--- src/rtl/vga_frame_scheduler_if.sv ---
// Bundles the pixel tick, the raster outputs and the updater handshake of vga_frame_scheduler.
// master: the scheduler itself; slave: the pixel-clock divider / renderer / SNES updater side.
interface vga_frame_scheduler_if;
   logic       pix_en;
   logic [9:0] h_count;
   logic [9:0] v_count;
   logic       hsync;
   logic       vsync;
   logic       video_on;
   logic       frame_start;
   logic       upd_req;
   logic       upd_done;
   logic       upd_grant;
   logic       upd_abort;

   modport master (
      input  pix_en, upd_req, upd_done,
      output h_count, v_count, hsync, vsync, video_on, frame_start, upd_grant, upd_abort
   );

   modport slave (
      output pix_en, upd_req, upd_done,
      input  h_count, v_count, hsync, vsync, video_on, frame_start, upd_grant, upd_abort
   );
endinterface

--- src/rtl/vga_frame_scheduler.sv ---
// VGA raster sequencer plus vertical-blank arbiter for the shared sprite-position registers.
// The updater may only own the registers between the last visible line and the guard lines,
// so the renderer never sees a half-written sprite.
module vga_frame_scheduler #(
   parameter int H_VISIBLE   = 640,
   parameter int H_FRONT     = 16,
   parameter int H_SYNC      = 96,
   parameter int H_BACK      = 48,
   parameter int V_VISIBLE   = 480,
   parameter int V_FRONT     = 10,
   parameter int V_SYNC      = 2,
   parameter int V_BACK      = 33,
   parameter int GUARD_LINES = 2
) (
   input logic                   clock,
   input logic                   reset,
   vga_frame_scheduler_if.master bus
);

   localparam int H_TOTAL = H_VISIBLE + H_FRONT + H_SYNC + H_BACK;
   localparam int V_TOTAL = V_VISIBLE + V_FRONT + V_SYNC + V_BACK;

   localparam logic [9:0] H_LAST   = 10'(H_TOTAL - 1);
   localparam logic [9:0] V_LAST   = 10'(V_TOTAL - 1);
   localparam logic [9:0] H_VIS    = 10'(H_VISIBLE);
   localparam logic [9:0] V_VIS    = 10'(V_VISIBLE);
   localparam logic [9:0] HS_FIRST = 10'(H_VISIBLE + H_FRONT);
   localparam logic [9:0] HS_LAST  = 10'(H_VISIBLE + H_FRONT + H_SYNC - 1);
   localparam logic [9:0] VS_FIRST = 10'(V_VISIBLE + V_FRONT);
   localparam logic [9:0] VS_LAST  = 10'(V_VISIBLE + V_FRONT + V_SYNC - 1);
   localparam logic [9:0] WIN_END  = 10'(V_TOTAL - GUARD_LINES);

   localparam logic [1:0] ST_IDLE  = 2'd0;
   localparam logic [1:0] ST_ARMED = 2'd1;
   localparam logic [1:0] ST_GRANT = 2'd2;
   localparam logic [1:0] ST_HOLD  = 2'd3;

   logic [9:0] r_h_count;
   logic [9:0] r_v_count;
   logic       r_frame_start;
   logic [1:0] r_state;
   logic       r_grant;
   logic       r_abort;

   logic       w_h_last;
   logic       w_v_last;
   logic       w_window;
   logic [1:0] w_state_nxt;
   logic       w_abort_nxt;

   assign w_h_last = (r_h_count == H_LAST);
   assign w_v_last = (r_v_count == V_LAST);
   // Update window: vertical blank minus the trailing guard lines.
   assign w_window = (r_v_count >= V_VIS) && (r_v_count < WIN_END);

   // Raster counters advance on the pixel tick; the line counter steps on each line wrap.
   always_ff @(posedge clock) begin
      if (reset) begin
         r_h_count <= '0;
         r_v_count <= '0;
      end else if (bus.pix_en) begin
         if (w_h_last) begin
            r_h_count <= '0;
            r_v_count <= w_v_last ? 10'd0 : r_v_count + 10'd1;
         end else begin
            r_h_count <= r_h_count + 10'd1;
         end
      end
   end

   // Frame pulse lands in the same clock the counters first read (0,0) after a full-frame wrap.
   always_ff @(posedge clock) begin
      if (reset) r_frame_start <= 1'b0;
      else       r_frame_start <= bus.pix_en && w_h_last && w_v_last;
   end

   // Arbiter next-state: one grant per request, done beats a simultaneous window close.
   always_comb begin
      w_state_nxt = r_state;
      w_abort_nxt = 1'b0;
      case (r_state)
         ST_IDLE: begin
            if (bus.upd_req) w_state_nxt = w_window ? ST_GRANT : ST_ARMED;
         end
         ST_ARMED: begin
            if (!bus.upd_req)  w_state_nxt = ST_IDLE;
            else if (w_window) w_state_nxt = ST_GRANT;
         end
         ST_GRANT: begin
            if (bus.upd_done) begin
               w_state_nxt = ST_HOLD;
            end else if (!bus.upd_req) begin
               w_state_nxt = ST_IDLE;
            end else if (!w_window) begin
               w_state_nxt = ST_IDLE;
               w_abort_nxt = 1'b1;
            end
         end
         ST_HOLD: begin
            if (!bus.upd_req) w_state_nxt = ST_IDLE;
         end
         default: w_state_nxt = ST_IDLE;
      endcase
   end

   // Arbiter state and registered grant/abort outputs.
   always_ff @(posedge clock) begin
      if (reset) begin
         r_state <= ST_IDLE;
         r_grant <= 1'b0;
         r_abort <= 1'b0;
      end else begin
         r_state <= w_state_nxt;
         r_grant <= (w_state_nxt == ST_GRANT);
         r_abort <= w_abort_nxt;
      end
   end

   assign bus.h_count     = r_h_count;
   assign bus.v_count     = r_v_count;
   assign bus.hsync       = ~((r_h_count >= HS_FIRST) && (r_h_count <= HS_LAST));
   assign bus.vsync       = ~((r_v_count >= VS_FIRST) && (r_v_count <= VS_LAST));
   assign bus.video_on    = (r_h_count < H_VIS) && (r_v_count < V_VIS);
   assign bus.frame_start = r_frame_start;
   assign bus.upd_grant   = r_grant;
   assign bus.upd_abort   = r_abort;

endmodule

--- src/flat_wrapper.sv ---
// flat-port wrapper written by rule: the top's interface ports become plain ports
module vga_frame_scheduler_flat 
#(
   parameter int H_VISIBLE   = 640,
   parameter int H_FRONT     = 16,
   parameter int H_SYNC      = 96,
   parameter int H_BACK      = 48,
   parameter int V_VISIBLE   = 480,
   parameter int V_FRONT     = 10,
   parameter int V_SYNC      = 2,
   parameter int V_BACK      = 33,
   parameter int GUARD_LINES = 2
)
  (clock, reset, bus_pix_en, bus_upd_req, bus_upd_done, bus_h_count, bus_v_count, bus_hsync, bus_vsync, bus_video_on, bus_frame_start, bus_upd_grant, bus_upd_abort);
  vga_frame_scheduler_if bus_i ();
  input logic clock;
  input logic reset;
  input wire logic [$bits(bus_i.pix_en)-1:0] bus_pix_en;
  input wire logic [$bits(bus_i.upd_req)-1:0] bus_upd_req;
  input wire logic [$bits(bus_i.upd_done)-1:0] bus_upd_done;
  output wire logic [$bits(bus_i.h_count)-1:0] bus_h_count;
  output wire logic [$bits(bus_i.v_count)-1:0] bus_v_count;
  output wire logic [$bits(bus_i.hsync)-1:0] bus_hsync;
  output wire logic [$bits(bus_i.vsync)-1:0] bus_vsync;
  output wire logic [$bits(bus_i.video_on)-1:0] bus_video_on;
  output wire logic [$bits(bus_i.frame_start)-1:0] bus_frame_start;
  output wire logic [$bits(bus_i.upd_grant)-1:0] bus_upd_grant;
  output wire logic [$bits(bus_i.upd_abort)-1:0] bus_upd_abort;
  assign bus_i.pix_en = bus_pix_en;
  assign bus_i.upd_req = bus_upd_req;
  assign bus_i.upd_done = bus_upd_done;
  assign bus_h_count = bus_i.h_count;
  assign bus_v_count = bus_i.v_count;
  assign bus_hsync = bus_i.hsync;
  assign bus_vsync = bus_i.vsync;
  assign bus_video_on = bus_i.video_on;
  assign bus_frame_start = bus_i.frame_start;
  assign bus_upd_grant = bus_i.upd_grant;
  assign bus_upd_abort = bus_i.upd_abort;
  vga_frame_scheduler #(.H_VISIBLE(H_VISIBLE), .H_FRONT(H_FRONT), .H_SYNC(H_SYNC), .H_BACK(H_BACK), .V_VISIBLE(V_VISIBLE), .V_FRONT(V_FRONT), .V_SYNC(V_SYNC), .V_BACK(V_BACK), .GUARD_LINES(GUARD_LINES)) u_core (.clock(clock), .reset(reset), .bus(bus_i));
endmodule
--- config.mk ---
export PLATFORM = sky130hd
export DESIGN_NAME = vga_frame_scheduler_flat
export DESIGN_NICKNAME = d
export VERILOG_FILES = /design/src/rtl/vga_frame_scheduler_if.sv /design/src/rtl/vga_frame_scheduler.sv /design/src/flat_wrapper.sv
export SDC_FILE = /design/constraint.sdc
export NUM_CORES = 1
export LEC_CHECK = 0
export ABC_AREA = 1
export CORE_MARGIN = 3
export CORE_UTILIZATION = 55
export DETAILED_ROUTE_END_ITERATION = 12
export DONT_BUFFER_PORTS = 1
export PLACE_DENSITY = 0.7
export SLEW_MARGIN = 15
export SYNTH_ARGS = -nofsm -noshare
export SYNTH_HDL_FRONTEND = slang
export SYNTH_SLANG_ARGS = --single-unit
--- constraint.sdc ---
create_clock -name clock -period 2 [get_ports clock]
set_clock_uncertainty 0.05 [all_clocks]
set_input_delay 0.3 -clock clock [delete_from_list [all_inputs] [get_ports clock]]
set_output_delay 0.3 -clock clock [all_outputs]
set_load 0.03 [all_outputs]
After elaboration in Yosys (flattened, before gate mapping):

Index checks and enable logic that the tools add are counted.

* register bits after elaboration: 25
* bits in latches: 0
* memory bits (writable): 0
* bits in read-only memories: 0
* input port bits: 5
* output and inout port bits: 26
* memories kept: 0

* $add $sub $neg: 2
* multiply operators: 0
* divide/modulo/power cells: 0
* order comparisons: 8
* eq/ne operators: 6
* shift operators: 0
* mux-type cells: 12
* bitwise gates (word level): 4
* reduce and logical (&&, ||, !) cells: 9

Operator list (count)
* adder 10 x 1 -> 10 bit, second input constant: 2
* equality test 10 bit, second input constant: 2
* >= comparator 10 x 9 -> 1 bit, second input constant: 2
* < comparator 10 bit, second input constant: 2
* 2-to-1 mux 10 bit: 2
* 2-to-1 mux 2 bit: 8
* >= comparator 10 bit, second input constant: 1
* less-or-equal comparator 10 bit, second input constant: 1
* less-or-equal comparator 10 x 9 -> 1 bit, second input constant: 1
* < comparator 10 x 9 -> 1 bit, second input constant: 1
* one-hot mux 2 bit (4 select lines): 1
* equality test 2 bit, second input constant: 3
* logical AND 1 bit: 6
* inverter 1 bit: 4
* OR reduction 4 bit: 1
* equality test 2 x 1 -> 1 bit, second input constant: 1
* zero test 2 bit: 1
* AND reduction 2 bit: 1
* 2-to-1 mux 1 bit: 1

Longest topological paths before layout:

* word-level depth: 7
* gate-level depth with buffers: 11

Least setup slack after synthesis:

No wires, ideal clock.

* path type: register to output
* start point: register u_core.r_v_count[0], in the netlist u_core.bus.v_count[0]
* end point: output bus_vsync
* arrival time: 1469 ps
* data required time: 1650 ps
* setup slack: 181 ps
* stages on the path, launching flop included: 4
* cell sequence: dfxtp_1 inv_1 ha_1 o211ai_1

* word-level cells in the longest chain between the ends: 3
* elaborated cells between the ends (all ways): 4
* those cells by class: 2 x order compare; 1 x bitwise; 1 x reduce/logical

Ends and longest elaborated chain
* start: declaration: line vga_frame_scheduler.sv:39 `logic [9:0] r_v_count;`
* start signal: assignment: line vga_frame_scheduler.sv:64 `r_v_count <= w_v_last ? 10'd0 : r_v_count + 10'd1;`
* >= comparator 10 x 9 -> 1 bit / less-or-equal comparator 10 x 9 -> 1 bit (equally long branches): line vga_frame_scheduler.sv:122 `assign bus.vsync = ~((r_v_count >= VS_FIRST) && (r_v_count <= VS_LAST));`
* logical AND 1 bit *: line vga_frame_scheduler.sv:122
* inverter 1 bit *: line vga_frame_scheduler.sv:122
* end: declaration: line flat_wrapper.sv:24 `output wire logic [$bits(bus_i.vsync)-1:0] bus_vsync;`

Every way passes the cells marked *; elsewhere a longest branch is shown, timed or not.

Worst setup path after layout:

* start point: register u_core.r_h_count[5], in the netlist u_core.bus.h_count[5]
* end point: output bus_hsync

* word-level cells in the longest chain between the ends: 3
* elaborated cells between the ends (all ways): 4
* those cells by class: 2 x order compare; 1 x bitwise; 1 x reduce/logical

Ends and longest elaborated chain
* start: declaration: line vga_frame_scheduler.sv:38 `logic [9:0] r_h_count;`
* start signal: assignment: line vga_frame_scheduler.sv:66 `r_h_count <= r_h_count + 10'd1;`
* >= comparator 10 bit / less-or-equal comparator 10 bit (equally long branches): line vga_frame_scheduler.sv:121 `assign bus.hsync = ~((r_h_count >= HS_FIRST) && (r_h_count <= HS_LAST));`
* logical AND 1 bit *: line vga_frame_scheduler.sv:121
* inverter 1 bit *: line vga_frame_scheduler.sv:121
* end: declaration: line flat_wrapper.sv:23 `output wire logic [$bits(bus_i.hsync)-1:0] bus_hsync;`

Marked as above.

==> results.toml <==
[status]
status = "completed"

[detailed_routing]
drt-vias-per-instance = 5.43
wl_per_cell_um = 12.7
num_vias = 1337
drc_errors = 0
drt.antenna.violating_nets = 0
drtPass1Iterations = 4
drtIter0Drc = 50
wirelength_um = 3130

[synthesis]
synth_top_family_by_area = "simple AND/OR/NAND/NOR gates"
yosysMostFrequentCell = "nand2_1"
synthCells = 192
synth_adder_area_share_pct = 4.57
synth_fp_nets = 202
yosys_register_bits = 25
synth-simple-area-share_pct = 38.6
synthXorXnorAreaFrac_pct = 3.84
synthMuxAreaShare_pct = 0
synth_top_area_share_pct = 36.5
synth_compound_area_share_pct = 8.86
yosysTopAreaCell = "dfxtp_1"
ys_top_cells_by_area = "dfxtp_1 37%, nand2_1 12%, inv_1 6.3%"
synth.distinct_cells = 29
synth_area_um2 = 1370
synth_common_cells = "44 x nand2_1, 25 x dfxtp_1, 23 x inv_1"
syn_avg_cell_area_um2 = 7.14
ys.flop_type = "dfxtp_1"
ys_seq_area_share_pct = 36.5
async_reset_ff_share_pct = 0
yosysWarnings = 0
synth_edf_count = 0

[layout]
antenna_cells = 0
design_area_um2 = 1610
finalNonFillerCells = 246
layout.nets = 229
multi_input_area_um2 = 766
fillers = 215
drive_gt1_share_pct = 17.9
areaGrowthSynthToFinish_pct = 17.4
seq_area_um2 = 500

[clock_tree]
postCtsSetupRepairBufs = 0
insertion_delay_ns = 0.31
cts_tree = "yes"
root_buffer = "clkbuf_4"
max-clock-path-buffers = 2
cts_buffers = 3
cts.sinks = 25
path_clk_slew_ns = 0.13
htreeDepth = 1

[grt]
grt_antenna_before_repair = 0
grt_max_degree = 14
grt_pass1_vias = 1269
grt_pass1_wl_um = 5440
grt_use_total_pct = 21.0
overflow = 0

[pwr]
power_frac_comb_pct = 7.7
p_leak_nw = 0.668
power.internal_mw = 0.604
powerDensity_nw_per_um2 = 495
pwr-share-seq_pct = 64.2
peakVddDrop_mv = 0.439
clkPwrFrac_pct = 28.1
switching_share_pct = 24.1
p_switching_mw = 0.192

[timing]
setup_viol = 0
hold_violations = 0
slew_violations = 0
rsz0062_at_grt = "false"
fin_crit_sh_pct = 94.5
fin_setup_tns_ns = 0
tightest_slew_ns = 0.468
min_period_ns = 1.89
worst_slack_ns = 0.110
whs_ns = 0.0733
max_freq_mhz = 529
relSlewSlack_pct = 68.8

[placed_design]
dp_slack_ns = 0.404
place_area_um2 = 1550
gp_congestion = 0.904
place_hpwl_um = 2390
portBuffers = 0
dpl.cell_count = 239

[min_path]
min_path_type = "in2reg"

[worst_setup_path]
cp-end-kind = "output pin"
cp.arrival_ns = 1.54
path_cells = "nand2_1 > o221ai_1 > buf_4"
cpPeakStageDelay_ns = 0.63
cp_max_fo = 5
crit_path_start_kind = "flop"
cp.required_ns = 1.65
r2r_slack_ns = 0.35
crit_slowest_cell = "dfxtp_1"
path_class = "reg2out"

[die]
row_count = 17
start_util_pct = 59.6
die_w_um = 55.9
die_h_um = 55.9
core_um2 = 2300
ios = 31
design.die.area_um2 = 3130

[job]
maxCapViolations = 0
-- worst max-delay path, delay by kind of cell (launching register included) --
family	cells	cell delay, ns
and+or+nand+nor	1	0.18
DFF	1	0.63
buffers and inverters	1	0.19
AOI/OAI and AO/OA	1	0.21
-- layer usage --
layer,vias to the layer above,routed length [um],GRT usage (%)
met3,4,173,4.18
li1,683,-,-
met4,0,25,8.14
met5,-,0,0
met2,39,1580,36.1
met1,611,1360,25.6
-- cell families after synthesis --
kind of cell    Yosys count
fa+ha+maj                 5
xor+xnor                  6
flops                    25
buf+inv                  27
compound gates           22
simple gates            107
-- sequential cells by signal (all words and copies together) (netlist names) --
name                    flops
u_core.bus.h_count         10
u_core.bus.v_count         10
u_core.r_state              2
u_core.bus.frame_start      1
u_core.bus.upd_abort        1
u_core.bus.upd_grant        1
-- worst paths after layout --
path	startpoint	endpoint	depth (start not counted)
setup / recovery	u_core.bus.h_count[5]	bus_hsync	3
hold / removal	bus_upd_req	u_core.bus.upd_abort	2
setup reg to reg	u_core.bus.v_count[0]	u_core.bus.v_count[2]	9
hold reg to reg	u_core.bus.v_count[9]	u_core.bus.v_count[9]	2
-- repair_timing --
item	4_1_cts	5_1_grt
hold buffers	2	1
gates resized for setup	0	0
endpoints found under the hold margin	9	1
-- per-stage QoR --
stage                     power (mW)  util, %
after floorplan                0.563        -
after global placement         0.573     67.5
after detailed placement       0.575     67.5
after CTS                      0.797     69.6
after global routing           0.827     70.0
final                          0.796     70.0
-- cell type report --
type / count / area share [%]
Clock buffer: 4 / 1.63
Inverter: 26 / 6.23
Sequential cell: 25 / 31.1
Multi-Input combinational cell: 140 / 47.6
Timing Repair Buffer: 23 / 11.2
Tap cell: 28 / 2.18
-- cell usage in the layout, fill, tap and decap left out, drive strengths merged, types with 3 or more instances in the layout --
| cell | netlist | routed |
|---|---|---|
| nand2 | 45 | 45 |
| nor3 | 12 | 12 |
| buf | 0 | 20 |
| dfxtp | 25 | 25 |
| xor2 | 4 | 4 |
| nor2 | 23 | 23 |
| nand3 | 15 | 15 |
| ha | 5 | 5 |
| clkbuf | 1 | 4 |
| dlygate4sd3 | 0 | 3 |
| o21ai | 6 | 6 |
| a21oi | 12 | 12 |
| inv | 26 | 26 |
| nand4 | 6 | 6 |
-- power groups by stage --
stage / Sequential (mW) / Clock (mW) / Combinational [mW]
6_report: 0.511 / 0.224 / 0.0611
5_1_grt: 0.512 / 0.246 / 0.0682
4_1_cts: 0.511 / 0.227 / 0.0594
3_5_place_dp: 0.522 / 0 / 0.0526
3_3_place_gp: 0.522 / 0 / 0.0510
2_1_floorplan: 0.530 / 0 / 0.0333
(Power assumes the default switching activity.)
